--- src/rtl/seq_restoring_divider_if.sv ---
// Bundles the start/busy/done divider handshake with its operand and result buses.
// master drives the request side, slave is the divider itself.
interface seq_restoring_divider_if #(
  parameter int WIDTH = 4
);
  // Handshake: a start seen while busy is low is accepted at the next rising edge.
  // The operands are captured at that same edge. done pulses for one cycle when the
  // results update. The results then hold until the next completion. busy and done
  // are never high together.
  logic             start;
  logic [WIDTH-1:0] dividend;
  logic [WIDTH-1:0] divisor;
  logic             busy;
  logic             done;
  logic [WIDTH-1:0] quotient;
  logic [WIDTH-1:0] remainder;
  logic             div_by_zero;

  modport master (
    output start, dividend, divisor,
    input  busy, done, quotient, remainder, div_by_zero
  );

  modport slave (
    input  start, dividend, divisor,
    output busy, done, quotient, remainder, div_by_zero
  );
endinterface

--- src/rtl/seq_restoring_divider.sv ---
// Multi-cycle unsigned restoring divider: one quotient bit per clock.
// A zero divisor completes in one cycle with an all-ones quotient and the flag set.
module seq_restoring_divider #(
  parameter int WIDTH = 4
) (
  input  logic                    clk,
  input  logic                    rst_n,
  seq_restoring_divider_if.slave  bus,
  output logic [1:0]              dbg_state
);
  localparam int CW = $clog2(WIDTH);

  typedef enum logic [1:0] {
    S_IDLE = 2'd0,
    S_RUN  = 2'd1,
    S_DONE = 2'd2
  } state_t;

  state_t           state_q, state_d;
  logic [WIDTH-1:0] rem_q, rem_d;
  logic [WIDTH-1:0] qsh_q, qsh_d;
  logic [WIDTH-1:0] dvs_q, dvs_d;
  logic [CW-1:0]    cnt_q, cnt_d;
  logic [WIDTH-1:0] quo_q, quo_d;
  logic [WIDTH-1:0] res_q, res_d;
  logic             dbz_q, dbz_d;

  logic [WIDTH:0]   shifted;
  logic [WIDTH:0]   diff;
  logic             ge;
  logic [WIDTH-1:0] step_rem;
  logic [WIDTH-1:0] step_quo;

  // The partial remainder stays below the divisor, so shifted < 2*divisor. The borrow
  // out of the (WIDTH+1)-bit subtraction is therefore an exact "shifted < divisor" test,
  // and a successful difference always fits in WIDTH bits.
  always_comb begin
    shifted  = {rem_q, qsh_q[WIDTH-1]};
    diff     = shifted - {1'b0, dvs_q};
    ge       = ~diff[WIDTH];
    step_rem = ge ? diff[WIDTH-1:0] : shifted[WIDTH-1:0];
    step_quo = {qsh_q[WIDTH-2:0], ge};
  end

  always_comb begin
    state_d = state_q;
    rem_d   = rem_q;
    qsh_d   = qsh_q;
    dvs_d   = dvs_q;
    cnt_d   = cnt_q;
    quo_d   = quo_q;
    res_d   = res_q;
    dbz_d   = dbz_q;
    case (state_q)
      S_IDLE, S_DONE: begin
        state_d = S_IDLE;
        if (bus.start) begin
          rem_d = '0;
          qsh_d = bus.dividend;
          dvs_d = bus.divisor;
          cnt_d = '0;
          if (bus.divisor == '0) begin
            state_d = S_DONE;
            quo_d   = '1;
            res_d   = bus.dividend;
            dbz_d   = 1'b1;
          end else begin
            state_d = S_RUN;
          end
        end
      end
      S_RUN: begin
        rem_d = step_rem;
        qsh_d = step_quo;
        cnt_d = cnt_q + CW'(1);
        if (cnt_q == CW'(WIDTH - 1)) begin
          state_d = S_DONE;
          cnt_d   = '0;
          quo_d   = step_quo;
          res_d   = step_rem;
          dbz_d   = 1'b0;
        end
      end
      default: state_d = S_IDLE;
    endcase
  end

  always_ff @(posedge clk or negedge rst_n) begin
    if (!rst_n) begin
      state_q <= S_IDLE;
      rem_q   <= '0;
      qsh_q   <= '0;
      dvs_q   <= '0;
      cnt_q   <= '0;
      quo_q   <= '0;
      res_q   <= '0;
      dbz_q   <= 1'b0;
    end else begin
      state_q <= state_d;
      rem_q   <= rem_d;
      qsh_q   <= qsh_d;
      dvs_q   <= dvs_d;
      cnt_q   <= cnt_d;
      quo_q   <= quo_d;
      res_q   <= res_d;
      dbz_q   <= dbz_d;
    end
  end

  assign bus.busy        = (state_q == S_RUN);
  assign bus.done        = (state_q == S_DONE);
  assign bus.quotient    = quo_q;
  assign bus.remainder   = res_q;
  assign bus.div_by_zero = dbz_q;
  assign dbg_state       = state_q;
endmodule

--- src/flat_wrapper.sv ---
// flat-port wrapper written by rule: the top's interface ports become plain ports
module seq_restoring_divider_flat 
#(
  parameter int WIDTH = 4
)
  (clk, rst_n, dbg_state, bus_start, bus_dividend, bus_divisor, bus_busy, bus_done, bus_quotient, bus_remainder, bus_div_by_zero);
  seq_restoring_divider_if #(.WIDTH(WIDTH)) bus_i ();
  input  logic clk;
  input  logic rst_n;
  output logic [1:0] dbg_state;
  input wire logic [$bits(bus_i.start)-1:0] bus_start;
  input wire logic [$bits(bus_i.dividend)-1:0] bus_dividend;
  input wire logic [$bits(bus_i.divisor)-1:0] bus_divisor;
  output wire logic [$bits(bus_i.busy)-1:0] bus_busy;
  output wire logic [$bits(bus_i.done)-1:0] bus_done;
  output wire logic [$bits(bus_i.quotient)-1:0] bus_quotient;
  output wire logic [$bits(bus_i.remainder)-1:0] bus_remainder;
  output wire logic [$bits(bus_i.div_by_zero)-1:0] bus_div_by_zero;
  assign bus_i.start = bus_start;
  assign bus_i.dividend = bus_dividend;
  assign bus_i.divisor = bus_divisor;
  assign bus_busy = bus_i.busy;
  assign bus_done = bus_i.done;
  assign bus_quotient = bus_i.quotient;
  assign bus_remainder = bus_i.remainder;
  assign bus_div_by_zero = bus_i.div_by_zero;
  seq_restoring_divider #(.WIDTH(WIDTH)) u_core (.clk(clk), .rst_n(rst_n), .bus(bus_i), .dbg_state(dbg_state));
endmodule
--- config.mk ---
export PLATFORM = sky130hd
export DESIGN_NAME = seq_restoring_divider_flat
export DESIGN_NICKNAME = d
export VERILOG_FILES = /design/src/rtl/seq_restoring_divider_if.sv /design/src/rtl/seq_restoring_divider.sv /design/src/flat_wrapper.sv
export SDC_FILE = /design/constraint.sdc
export NUM_CORES = 1
export LEC_CHECK = 0
export BUFFER_PORTS_ARGS = -buffer_cell sky130_fd_sc_hd__buf_2
export CAP_MARGIN = 20
export CORE_UTILIZATION = 54
export DETAILED_ROUTE_END_ITERATION = 8
export PLACE_DENSITY_LB_ADDON = 0.08
export REMOVE_ABC_BUFFERS = 1
export SETUP_SLACK_MARGIN = 0.1
export SYNTH_ARGS = -nofsm -noshare
export SYNTH_HDL_FRONTEND = slang
export SYNTH_SLANG_ARGS = --single-unit
--- constraint.sdc ---
create_clock -name clk -period 2.49 [get_ports clk]
set_input_delay 0.1245 -clock clk [delete_from_list [all_inputs] [get_ports clk]]
set_output_delay 0.1245 -clock clk [all_outputs]
set_load 0.02 [all_outputs]
Word level (Yosys, flattened, before mapping). Cells that the tools add are included. Widths: inputs -> output; s select.

Flip-flop bits (word level): 25. Output and inout port bits: 13. Logic and storage cells: 48.

Add/subtract/negate cells: 2. Eq/ne operators: 6. Multiplexer cells: 24. Bitwise operators: 1. Reduce and logical (&&, ||, !) cells: 7.

Operators by type and width (number): $mux 4 (9); $pmux 4 s2 (4); $mux 2 (5); $pmux 2 s2 (2); $sub 5x4->5 (1); $eq 2x2->1 const B (2); $logic_not 4->1 (1); $ne 2x1->1 const B (2); $reduce_and 2->1 (2); $reduce_and 4->1 (1); $mux 1 (3); $add 2x1->2 const B (1); $eq 2x1->1 const B (1); $logic_not 2->1 (1); $ne 2x2->1 const B (1); $pmux 1 s2 (1); $reduce_bool 2->1 (1); $reduce_or 2->1 (1); $not 1->1 (1).

Depth between registers and ports, before layout. Gate-level depths: netlist of run 1.

Word-level depth: 4. Depth in mapped cells: 8. Mapped depth without buffers: 8.

Worst setup path after synthesis of run 1. OpenSTA, ideal clock, no wires.

Path type: reg-to-reg. Start point: register u_core.dvs_q[0]. End point: register u_core.res_q[3], in the netlist u_core.bus.remainder[3]. Library setup time: 0.123 ns. Arrival: 1.759 ns. Path slack: 0.608 ns. Stages on the path, launching flop included: 8. Period minus slack after synthesis: 1.882 ns. Cells stage by stage: dfrtp_1 -> ha_1 -> fa_1 -> nand2b_1 -> a21oi_2 -> xnor2_1 -> nand2b_4 -> a21oi_1.

Cells in the longest elaborated chain, start to end: 4.

RTL lines: from (decl) (line seq_restoring_divider.sv:22) `logic [WIDTH-1:0] dvs_q, dvs_d;`; from (signal assigned) (line seq_restoring_divider.sv:102) `dvs_q <= dvs_d;`; $sub 5x4->5 (line seq_restoring_divider.sv:39) `diff = shifted - {1'b0, dvs_q};`; $mux 4 (line seq_restoring_divider.sv:41) `step_rem = ge ? diff[WIDTH-1:0] : shifted[WIDTH-1:0];`; $mux 4 (line seq_restoring_divider.sv:76) `if (cnt_q == CW'(WIDTH - 1)) begin`; $pmux 4 s2 (line seq_restoring_divider.sv:54) `case (state_q)`; to (signal assigned) (line seq_restoring_divider.sv:105) `res_q <= res_d;`; to (decl) (line seq_restoring_divider.sv:25) `logic [WIDTH-1:0] res_q, res_d;`.

Every way passes these cells. The select of a mux whose other input is x is not followed. A chain may end at the register's enable or synchronous reset.

Worst setup path after layout of run 1.
Start point: register u_core.qsh_q[3]. End point: register u_core.res_q[3], in the netlist u_core.bus.remainder[3].

Cells in the longest elaborated chain, start to end: 4.

RTL lines: from (decl) (line seq_restoring_divider.sv:21) `logic [WIDTH-1:0] qsh_q, qsh_d;`; from (signal assigned) (line seq_restoring_divider.sv:101) `qsh_q <= qsh_d;`; $sub 5x4->5 (line seq_restoring_divider.sv:39); $mux 4 (line seq_restoring_divider.sv:41); $mux 4 (line seq_restoring_divider.sv:76); $pmux 4 s2 (line seq_restoring_divider.sv:54).

Every way passes these cells. The select of a mux whose other input is x is not followed.

==> summary.md, run 1 <==
| Metric | Value |
|---|---|
| Synth top area share | `0.480` |
| Met1 WL | `between 1 and 1.5 mm` |
| Root buffer selected by CTS | `clkbuf_4` |
| HPWL after detailed placement | `about 2.1 mm` |
| Post-synthesis compound-gate area fraction | `0.206` |
| Clock latency on the worst-skew pair | `around 0.33 ns` |
| Routed Antenna Nets | `0` |
| Maximum number of pins on one net before global-route repair | `26` |
| Detail Route met2 WL | `~1.4 mm` |
| Dominant cell type by area after synthesis | `dfrtp_1` |
| Hold WS | `0.0318 ns` |
| Number of nets in the final layout | `176` |
| Max Fanout on Critical Path | `5` |
| Post-Syn Area per Cell | `just under 10 µm²` |
| Number of different library cells in the post-synthesis netlist | `35` |
| Final total negative setup slack | `0 ns` |
| Period minus WS final | `2.15 ns` |
| Post-cts gate resize count | `0` |
| Yosys warning count | `0` |
| Power Density | `1590 nW/µm²` |
| Register-to-Register Setup Slack | `around 0.34 ns` |
| CTS buffer count | `3` |
| CP Class | `reg2reg` |
| Total die area | `about 2600 µm²` |
| Mapped Area | `roughly 1300 µm²` |
| Effective utilization at floorplan | `0.584` |
| Dominant cell by count in the synthesized netlist | `dfrtp_1` |
| Count of H-tree levels built during CTS | `1` |
| Global placer's final weighted congestion | `0.843` |
| Primary FF master, synth | `dfrtp_1` |
| Leakage Power | `0.000681 µW` |
| Worst R2R Path Depth | `8` |
| Cell area after placement | `between 1000 and 1500 µm²` |
| Instance count of the mapped netlist | `approximately 130` |
| GRT Resource Usage Total | `0.259` |
| CTS tree | `done` |
| Startpoint types | `flip-flop` |
| Run status | `finished, final reports clean` |
| Launching instance or port of the critical path | `u_core.qsh_q[3]` |
| Endpoint required time on the critical path | `around 2.7 ns` |
| Dominant cells by area after synthesis | `dfrtp_1 48%, nand2_1 5.5%, ha_1 4.8%` |
| Count of port buffers added during placement | `23` |
| Die height | `51.1 µm` |
| Share of flip-flops with an asynchronous set or reset | `1.00` |
| Top-Level Pins | `24` |
| Wire length of the first global-routing pass | `between 4 and 5 mm` |
| Crit path buffers/inverters | `1` |
| Unrepaired setup endpoints after global routing | `no` |
| Slew Limit Fails | `0` |
| Finished layout cell area | `~1500 µm²` |
| Slowest CP cell | `fa_1` |
| Count of endpoints failing hold in the final timing report | `0` |
| Total setup violations reported at the end of the flow | `0` |
| Grt ovf | `0` |
| Largest vdd supply drop | `just under 900 µV` |
| Data arrival time of the critical path | `2.38 ns` |
| Placement-stage worst setup slack | `between 0.3 and 0.4 ns` |
| Standard cell core area | `2230 µm²` |
| Max Clk Rate | `approximately 0.46 GHz` |
| CP Cell Sequence | `inv_1 > ha_1 > fa_1 > nand2b_1 > a21oi_2 > xnor2_1 > nand2b_4 > a21oi_1` |
| Number of vias per cell | `just under 6` |
| Xor and xnor area share after synthesis | `0.0202` |
| Reported max-cap violation count | `0` |
| Final WS setup | `roughly 0.34 ns` |
| Via count of the first global-routing pass | `~1000` |
| Worst Hold End | `u_core.dvs_q[0]` |
| Adder and majority cell fraction of the synthesized area | `0.0633` |
| Critical Path Sink Type | `flip-flop` |
| Final cell count without fillers | `approximately 190` |
| Post-route DRC violation count | `0` |
| Capture instance of the worst register-to-register path | `u_core.bus.remainder[3]` |
| Share of synthesized cell area in and, or, nand and nor gates | `0.191` |
| Top Metal Used | `met4` |
| Startpoint of the lowest-slack register-to-register path | `u_core.qsh_q[3]` |
| Hold crit path type | `in2reg` |
| Initial drt markers | `42` |
| Share of final-layout standard cells stronger than drive strength 1 | `0.215` |
| Share of synthesized area occupied by flip-flops and latches | `0.480` |
| Cell count after placement | `approximately 180` |
| Count of filler cells inserted in the layout | `183` |
| Clock-pin slew on the worst setup and hold paths | `~0.13 ns` |
| Worst slew margin relative to its limit | `0.633` |
| Number of buffers on the longest clock path | `2` |
| Skew final | `0.00303 ns` |
| Count of inserted antenna diode cells | `0` |
| Area Growth Syn to Fin | `13.2%` |
| Fin crit share | `0.865` |
| Kind of cell adding the most delay to the critical path | `adder cells` |
| Mux contribution to synthesized area | `0` |
| Number of antenna violations at the first check in global routing | `0` |
| Count of state elements after synthesis | `25` |
| Highest cell delay on the worst timing path | `roughly 0.40 ns` |
| Count of clock tree sinks | `25` |
| Wire length on met3 | `122 µm` |
| Main combinational cell family by area after synthesis | `compound AO/OA/AOI/OAI gates` |
| Post-DR wirelength/cell | `between 15 and 20 µm` |
| Worst-Margin Slew | `0.550 ns` |
| Post-synth EDFFs | `0` |
| Number of search-and-repair iterations in the first detailed-routing pass | `4` |
| Chip Width | `~50 µm` |
| Synth top cells by count | `25 x dfrtp_1, 19 x nand2_1, 13 x nor2_1` |
| Number of instances on the worst hold path | `3` |
| Footprint of the multi-input gates | `approximately 630 µm²` |
| Final Routed Wirelength | `between 2 and 3 mm` |
| Combined flip-flop and latch cell area | `around 630 µm²` |
| Startpoint of the most critical hold path | `bus_divisor[0]` |
| Site row count | `17` |
| Via count of the routed design | `between 1000 and 1500` |
-- placed cells by master, fill, tap and decap left out, drive strengths merged --
cell type,n
nand3,4
a22o,3
fa,1
nor2,13
dfrtp,25
nor4,3
a211o,1
o22ai,1
xnor2,2
inv,6
o22a,3
nand3b,2
a21o,1
a22oi,1
a41oi,4
clkbuf,4
buf,25
nand2,19
o211ai,2
o31ai,1
a211oi,1
a31oi,3
ha,5
a21oi,11
o21ai,7
nand2b,4
dlygate4sd3,1
xor2,1
nor2b,4
-- worst min-delay path, cell delays in order --
cell     delay (ns)
buf_2          0.11
nand2_1        0.05
nand2_1        0.05
-- final cells by class --
| class | instances | area share |
|---|---|---|
| Tap cell | 28 | 0.0237 |
| Timing Repair Buffer | 26 | 0.0949 |
| Clock buffer | 4 | 0.0178 |
| Inverter | 6 | 0.0153 |
| Sequential cell | 25 | 0.424 |
| Multi-Input combinational cell | 97 | 0.425 |
-- registers in the layout, summed over array words and instances (netlist names) --
signal and flops:
u_core.bus.quotient 4, u_core.bus.div_by_zero 1, u_core.cnt_q 2, u_core.qsh_q 4, u_core.dbg_state 2, u_core.rem_q 4
u_core.bus.remainder 4, u_core.dvs_q 4
-- layer usage --
layer,global-route usage,vias to the layer above
li1,-,525
met1,0.354,532
met2,0.408,31
met3,0.0476,5
met4,0.102,0
met5,0,-
-- per-stage QoR --
stage                     power (µW)   util
after detailed placement        2160  0.645
after global routing            2560  0.661
after global placement          2100  0.645
after floorplan                 1770      -
final                           2350  0.661
after CTS                       2350  0.661
-- repair_timing --
item / CTS / global route
setup buffers: 0 / 0
endpoints found under the hold margin: 25 / 0
hold buffers: 1 / 0
-- worst max-delay path by stage --
stage | end | slack (ns) | cells past startpoint
2_1_floorplan | u_core.bus.remainder[3] | 0.61 | 7
3_3_place_gp | u_core.bus.remainder[3] | 0.51 | 8
3_5_place_dp | u_core.bus.remainder[3] | 0.39 | 8
5_1_grt | u_core.rem_q[3] | 0.22 | 8
6_report | u_core.bus.remainder[3] | 0.34 | 8
4_1_cts | u_core.bus.remainder[3] | 0.35 | 8
-- power breakdown --
part           total, µW  switching (µW)  internal (µW)
Clock                187             124           63.0
Combinational       1400             852            548
Sequential           758             150            608
-- cells by family after synthesis --
family          after synthesis
fa+ha+maj                     6
xor+xnor                      3
buf+inv                      11
flops                        25
compound gates               39
simple gates                 49
(Power assumes the default switching activity.)
==> run 2, diff against run 1 <==
--- a/config.mk
+++ b/config.mk
@@ -5,6 +5,7 @@
 export SDC_FILE = /design/constraint.sdc
 export NUM_CORES = 1
 export LEC_CHECK = 0
+export ABC_AREA = 1
 export BUFFER_PORTS_ARGS = -buffer_cell sky130_fd_sc_hd__buf_2
 export CAP_MARGIN = 20
 export CORE_UTILIZATION = 54
@@ -12,6 +13,7 @@
 export PLACE_DENSITY_LB_ADDON = 0.08
 export REMOVE_ABC_BUFFERS = 1
 export SETUP_SLACK_MARGIN = 0.1
+export SLEW_MARGIN = 20
 export SYNTH_ARGS = -nofsm -noshare
 export SYNTH_HDL_FRONTEND = slang
 export SYNTH_SLANG_ARGS = --single-unit
==> summary.md, run 2 <==
| Metric | Value |
|---|---|
| Total setup violations reported at the end of the flow | `0` |
| Power Density | `~1400 nW/µm²` |
| Primary FF master, synth | `dfrtp_1` |
| Top-Level Pins | `24` |
| Clock latency on the worst-skew pair | `0.31 ns` |
| Number of search-and-repair iterations in the first detailed-routing pass | `4` |
| Slowest CP cell | `dfrtp_1` |
| Number of vias per cell | `between 5 and 6` |
| Post-synth EDFFs | `0` |
| Routed Antenna Nets | `0` |
| Register-to-Register Setup Slack | `around 0.61 ns` |
| Count of filler cells inserted in the layout | `214` |
| Dominant cell type by area after synthesis | `dfrtp_1` |
| Hold crit path type | `in2reg` |
| Utilization after layout | `0.654` |
| Largest vdd supply drop | `around 970 µV` |
| Number of different library cells in the post-synthesis netlist | `25` |
| Data arrival time of the critical path | `2.15 ns` |
| Via count of the first global-routing pass | `a little over 1000` |
| Synth top area share | `0.462` |
| Chip Width | `approximately 52 µm` |
| Critical Path Sink Type | `flip-flop` |
| CP Cell Sequence | `ha_1 > fa_1 > inv_1 > nand2_1 > nand2_1 > nand3_1 > nand2_1 > nand3_1 > nand3_1 > nand2_1 > inv_1` |
| Count of state elements after synthesis | `25` |
| Post-DR wirelength/cell | `roughly 12 µm` |
| Slew Limit Fails | `0` |
| HPWL after detailed placement | `between 1.5 and 2 mm` |
| Standard cell core area | `around 2300 µm²` |
| Max Clk Rate | `approximately 0.53 GHz` |
| Site row count | `17` |
| Via count of the routed design | `approximately 1100` |
| Skew final | `roughly 0.0018 ns` |
| Leading cell type in the layout, fill and taps excluded | `nand2_1` |
| Run status | `finished, final reports clean` |
| Hold WS | `between 0.04 and 0.05 ns` |
| Count of buffers added by post-CTS timing repair for setup | `0` |
| Grt ovf | `0` |
| Dominant cells by area after synthesis | `dfrtp_1 46%, nand3_1 8.1%, nand2_1 7.2%` |
| Effective utilization at floorplan | `0.589` |
| Maximum number of pins on one net before global-route repair | `26` |
| Mapped Area | `roughly 1400 µm²` |
| GRT Resource Usage Total | `0.235` |
| Count of inserted antenna diode cells | `0` |
| Area Growth Syn to Fin | `10.9%` |
| Clock-pin slew on the worst setup and hold paths | `about 0.13 ns` |
| Count of H-tree levels built during CTS | `1` |
| Final total negative setup slack | `0 ns` |
| Share of synthesized area occupied by flip-flops and latches | `0.462` |
| Library cell appearing most often on the critical path | `nand2_1` |
| Number of instances on the worst hold path | `2` |
| CTS buffer count | `3` |
| Share of final-layout standard cells stronger than drive strength 1 | `0.196` |
| Top library cells by usage in the layout, fill and taps aside | `26 x nand2_1, 25 x dfrtp_1, 23 x inv_1, 23 x buf_2, 22 x nand3_1` |
| Endpoint required time on the critical path | `approximately 2.8 ns` |
| Startpoint types | `flip-flop` |
| Count of clock tree sinks | `25` |
| Worst R2R Path Depth | `11` |
| Fin crit share | `0.754` |
| CP Class | `reg2reg` |
| CTS tree | `done` |
| Count of port buffers added during placement | `23` |
| Number of buffers on the longest clock path | `2` |
| Highest cell delay on the worst timing path | `between 0.4 and 0.5 ns` |
| Root buffer selected by CTS | `clkbuf_4` |
| Initial drt markers | `28` |
| Finished layout cell area | `between 1500 and 2000 µm²` |
| Unrepaired setup endpoints after global routing | `no` |
| Count of endpoints failing hold in the final timing report | `0` |
| Number of nets in the final layout | `slightly above 200` |
| Synth top cells by count | `26 x nand2_1, 25 x dfrtp_1, 23 x inv_1` |
| Cell area after placement | `approximately 1500 µm²` |
| Wire length of the first global-routing pass | `4.57 mm` |
| Die height | `around 52 µm` |
| Number of antenna violations at the first check in global routing | `0` |
| Worst-Margin Slew | `~0.56 ns` |
| Max Fanout on Critical Path | `6` |
| Worst slew margin relative to its limit | `0.625` |
| Post-Syn Area per Cell | `roughly 8.5 µm²` |
| Instance count of the mapped netlist | `160` |
| Yosys warning count | `0` |
| Reported max-cap violation count | `0` |
| Period minus WS final | `roughly 1.9 ns` |
| Leakage Power | `between 0.0007 and 0.0008 µW` |
| Post-route DRC violation count | `0` |
| Total die area | `~2700 µm²` |
| Share of flip-flops with an asynchronous set or reset | `1.00` |
| Global placer's final weighted congestion | `a little over 0.8` |
| Final Routed Wirelength | `2.63 mm` |
| Dominant cell by count in the synthesized netlist | `nand2_1` |
## run 2: worst paths after layout
path	from	to
setup / recovery	u_core.dvs_q[0]	u_core.bus.remainder[3]
hold / removal	bus_divisor[0]	u_core.dvs_q[0]
max in group asynchronous	rst_n	u_core.qsh_q[3]
min in group asynchronous	rst_n	u_core.bus.remainder[3]
hold reg to reg	u_core.bus.quotient[3]	u_core.bus.quotient[3]
setup reg to reg	u_core.dvs_q[0]	u_core.bus.remainder[3]
## run 2: stage by stage
stage	instances	power [µW]	setup WS (ns)
4_1_cts	212	2160	0.610
2_1_floorplan	156	1650	0.823
5_1_grt	212	2350	0.495
3_3_place_gp	207	1930	0.668
3_5_place_dp	207	1970	0.657
6_report	212	2140	0.612
## run 2: repair_timing
action                    in CTS  in global routing
hold buffers                   1                  0
gates resized for setup        0                  0
hold endpoints to repair      25                  0
## run 2: critical path: cells and delay by family (launching register included)
kind,cells,cell delay (ns)
AND/OR/NAND/NOR,7,0.64
buffers and inverters,2,0.14
flip-flops,1,0.41
adder cells (fa/ha/maj),2,0.63
## run 2: layer usage
layer,global-route usage,vias up,wire length [µm]
met5,0,-,0
met4,0.0811,0,31
met3,0.0351,4,66
met2,0.374,18,1230
li1,-,568,-
met1,0.324,501,1300
## run 2: final cells by class
class                           count  area, µm²  area share
Tap cell                           28       35.0      0.0233
Multi-Input combinational cell    106        596       0.397
Timing Repair Buffer               24        125      0.0833
Inverter                           25       93.8      0.0625
Sequential cell                    25        626       0.417
Clock buffer                        4       26.3      0.0175
## run 2: cell families (layout without fill, tap and decap cells)
family                     count (synthesis)  after routing  synth area share
AOI/OAI and AO/OA                         21             21            0.0897
and+or+nand+nor                           77             77             0.274
buffers and inverters                     29             53            0.0980
DFF                                       25             25             0.462
adders and majority gates                  6              6            0.0610
xor gates and xnor gates                   1              1           0.00647
muxes                                      1              1           0.00832
## run 2: power by group
group	switching [µW]	leakage (µW)	internal, µW	total (µW)
sequential	111	0.000297	600	711
clock	121	0.0000150	62.6	184
combinational	802	0.000486	443	1240
==> run 3, diff against run 2 <==
--- a/config.mk
+++ b/config.mk
@@ -8,7 +8,7 @@
 export ABC_AREA = 1
 export BUFFER_PORTS_ARGS = -buffer_cell sky130_fd_sc_hd__buf_2
 export CAP_MARGIN = 20
-export CORE_UTILIZATION = 54
+export CORE_UTILIZATION = 49
 export DETAILED_ROUTE_END_ITERATION = 8
 export PLACE_DENSITY_LB_ADDON = 0.08
 export REMOVE_ABC_BUFFERS = 1
==> constraint.sdc (replaced) <==
create_clock -name clk -period 1.7 [get_ports clk]
set_input_delay 0.085 -clock clk [delete_from_list [all_inputs] [get_ports clk]]
set_output_delay 0.085 -clock clk [all_outputs]
set_load 0.02 [all_outputs]
==> summary.md, run 3 (synthesized netlist as in run 2, its figures left out) <==
| Metric | Value |
|---|---|
| Share of final-layout standard cells stronger than drive strength 1 | `0.356` |
| Routed Antenna Nets | `0` |
| Worst R2R Path Depth | `10` |
| Site row count | `18` |
| Capture instance of the worst register-to-register path | `u_core.bus.remainder[3]` |
| Wire length of the first global-routing pass | `roughly 4.6 mm` |
| Startpoint types | `flip-flop` |
| Leakage Power | `between 0.0008 and 0.0009 µW` |
| Number of nets in the final layout | `212` |
| Hold crit path type | `in2reg` |
| Area Growth Syn to Fin | `25.7%` |
| Count of inserted antenna diode cells | `0` |
| Crit path buffers/inverters | `2` |
| Top library cells by usage in the layout, fill and taps aside | `25 x dfrtp_1, 23 x buf_2, 22 x nand2_1` |
| Slowest CP cell | `dfrtp_1` |
| Unrepaired setup endpoints after global routing | `yes` |
| Startpoint of the lowest-slack register-to-register path | `u_core.dvs_q[0]` |
| Cell area after placement | `roughly 1500 µm²` |
| Final Routed Wirelength | `2.99 mm` |
| Number of search-and-repair iterations in the first detailed-routing pass | `4` |
| Count of clock tree sinks | `25` |
| Run status | `finished, final reports clean` |
| Initial drt markers | `34` |
| HPWL after detailed placement | `2.10 mm` |
| Data arrival time of the critical path | `~1.9 ns` |
| Number of buffers on the longest clock path | `2` |
| Launching instance or port of the critical path | `u_core.dvs_q[0]` |
| Worst setup path endpoint | `u_core.bus.remainder[3]` |
| Leading cell type in the layout, fill and taps excluded | `dfrtp_1` |
| Count of endpoints failing hold in the final timing report | `0` |
| Total setup violations reported at the end of the flow | `0` |
| Chip Width | `54.6 µm` |
| Effective utilization at floorplan | `0.532` |
| CP Class | `reg2reg` |
| Total die area | `approximately 3000 µm²` |
| Clock-pin slew on the worst setup and hold paths | `0.15 ns` |
| Via count of the routed design | `~1200` |
| Grt ovf | `0` |
| Finished layout cell area | `1700 µm²` |
| Largest vdd supply drop | `~1300 µV` |
| Global placer's final weighted congestion | `~0.87` |
| CTS buffer count | `3` |
| Die height | `approximately 55 µm` |
| Register-to-Register Setup Slack | `between 0.01 and 0.015 ns` |
| Final WS setup | `around 0.011 ns` |
| Power Density | `2150 nW/µm²` |
| Reported max-cap violation count | `0` |
| Root buffer selected by CTS | `clkbuf_4` |
| Fin crit share | `0.994` |
| Final total negative setup slack | `0 ns` |
| Period minus WS final | `1.69 ns` |
| Number of antenna violations at the first check in global routing | `0` |
| Critical Path Sink Type | `flip-flop` |
| Standard cell core area | `between 2000 and 3000 µm²` |
| Worst slew margin relative to its limit | `0.618` |
| CTS tree | `done` |
| CP Cell Sequence | `ha_4 > fa_2 > inv_2 > nand3_2 > nand3_2 > nand2_4 > nand3_1 > nand3_1 > nand2_1 > inv_1` |
| GRT Resource Usage Total | `0.223` |
| Clock latency on the worst-skew pair | `0.33 ns` |
| Post-DR wirelength/cell | `13.3 µm` |
| Placement-stage worst setup slack | `-0.147 ns` |
| Depth of the critical timing path with buffers and inverters included | `10` |
| Kind of cell adding the most delay to the critical path | `simple AND/OR/NAND/NOR gates` |
| Count of H-tree levels built during CTS | `1` |
| Slew Limit Fails | `0` |
| Count of port buffers added during placement | `23` |
| Skew final | `0.0122 ns` |
| Maximum number of pins on one net before global-route repair | `26` |
| Worst-Margin Slew | `0.573 ns` |
| Endpoint required time on the critical path | `between 1.5 and 2 ns` |
| Post-route DRC violation count | `0` |
| Via count of the first global-routing pass | `around 1100` |
| Highest cell delay on the worst timing path | `0.43 ns` |
| Number of vias per cell | `slightly above 5` |
| Max Fanout on Critical Path | `4` |
| Max Clk Rate | `0.592 GHz` |
| Top-Level Pins | `24` |
| Power after layout | `~3700 µW` |
-- run 3: changes by cell type in the layout (fill, tap and decap cells not counted), moves of 4 or more --
cell     change
nand3_1     -13
buf_4        +8
nand3_2     +13
nand2_1      -4
-- run 3: stage by stage --
stage	utilization	hold WS (ns)	instances
after floorplan	-	-0.211	156
after global placement	0.597	0.109	216
after global routing	0.669	0.0225	224
after detailed placement	0.597	0.122	216
final	0.669	0.0160	224
after CTS	0.663	0.00362	224
-- run 3: report_power, final --
group / switching, µW / leakage (µW) / internal [µW]
clock: 187 / 0.0000139 / 90.0
combinational: 1410 / 0.000549 / 910
sequential: 178 / 0.000297 / 879
-- run 3: worst min path at each step --
stage                               from                endpoint  slack, ns  cells after the start
after floorplan                    rst_n  u_core.bus.div_by_zero      -0.21                      0
after global placement             rst_n         u_core.dvs_q[3]       0.11                      1
after detailed placement           rst_n         u_core.dvs_q[2]       0.12                      1
after CTS                 bus_divisor[0]         u_core.dvs_q[0]      0.004                      2
after global routing      bus_divisor[0]         u_core.dvs_q[0]       0.02                      2
final                     bus_divisor[0]         u_core.dvs_q[0]       0.02                      2
-- run 3: layout make-up --
class | count | area (µm²)
clock buffer | 3 | 22.5
clock inverter | 1 | 7.51
fill | 210 | 843
inverter | 25 | 96.3
multi-input combinational | 106 | 706
sequential | 25 | 626
tap | 30 | 37.5
timing repair buffer | 34 | 206
-- run 3: metal layers --
layer  wire [µm]  GRT usage  up-vias
li1            -          -      583
met1        1350      0.277      541
met2        1520      0.398       29
met3          79     0.0250        6
met4          36     0.0769        0
met5           0          0        -
-- run 3: what timing repair did --
action,4_1_cts,5_1_grt
resized for setup,25,3
cloned,0,0
setup endpoints to repair,11,11
hold buffers,2,0
endpoints found under the hold margin,26,0
pin swaps,7,1
setup buffers,2,0
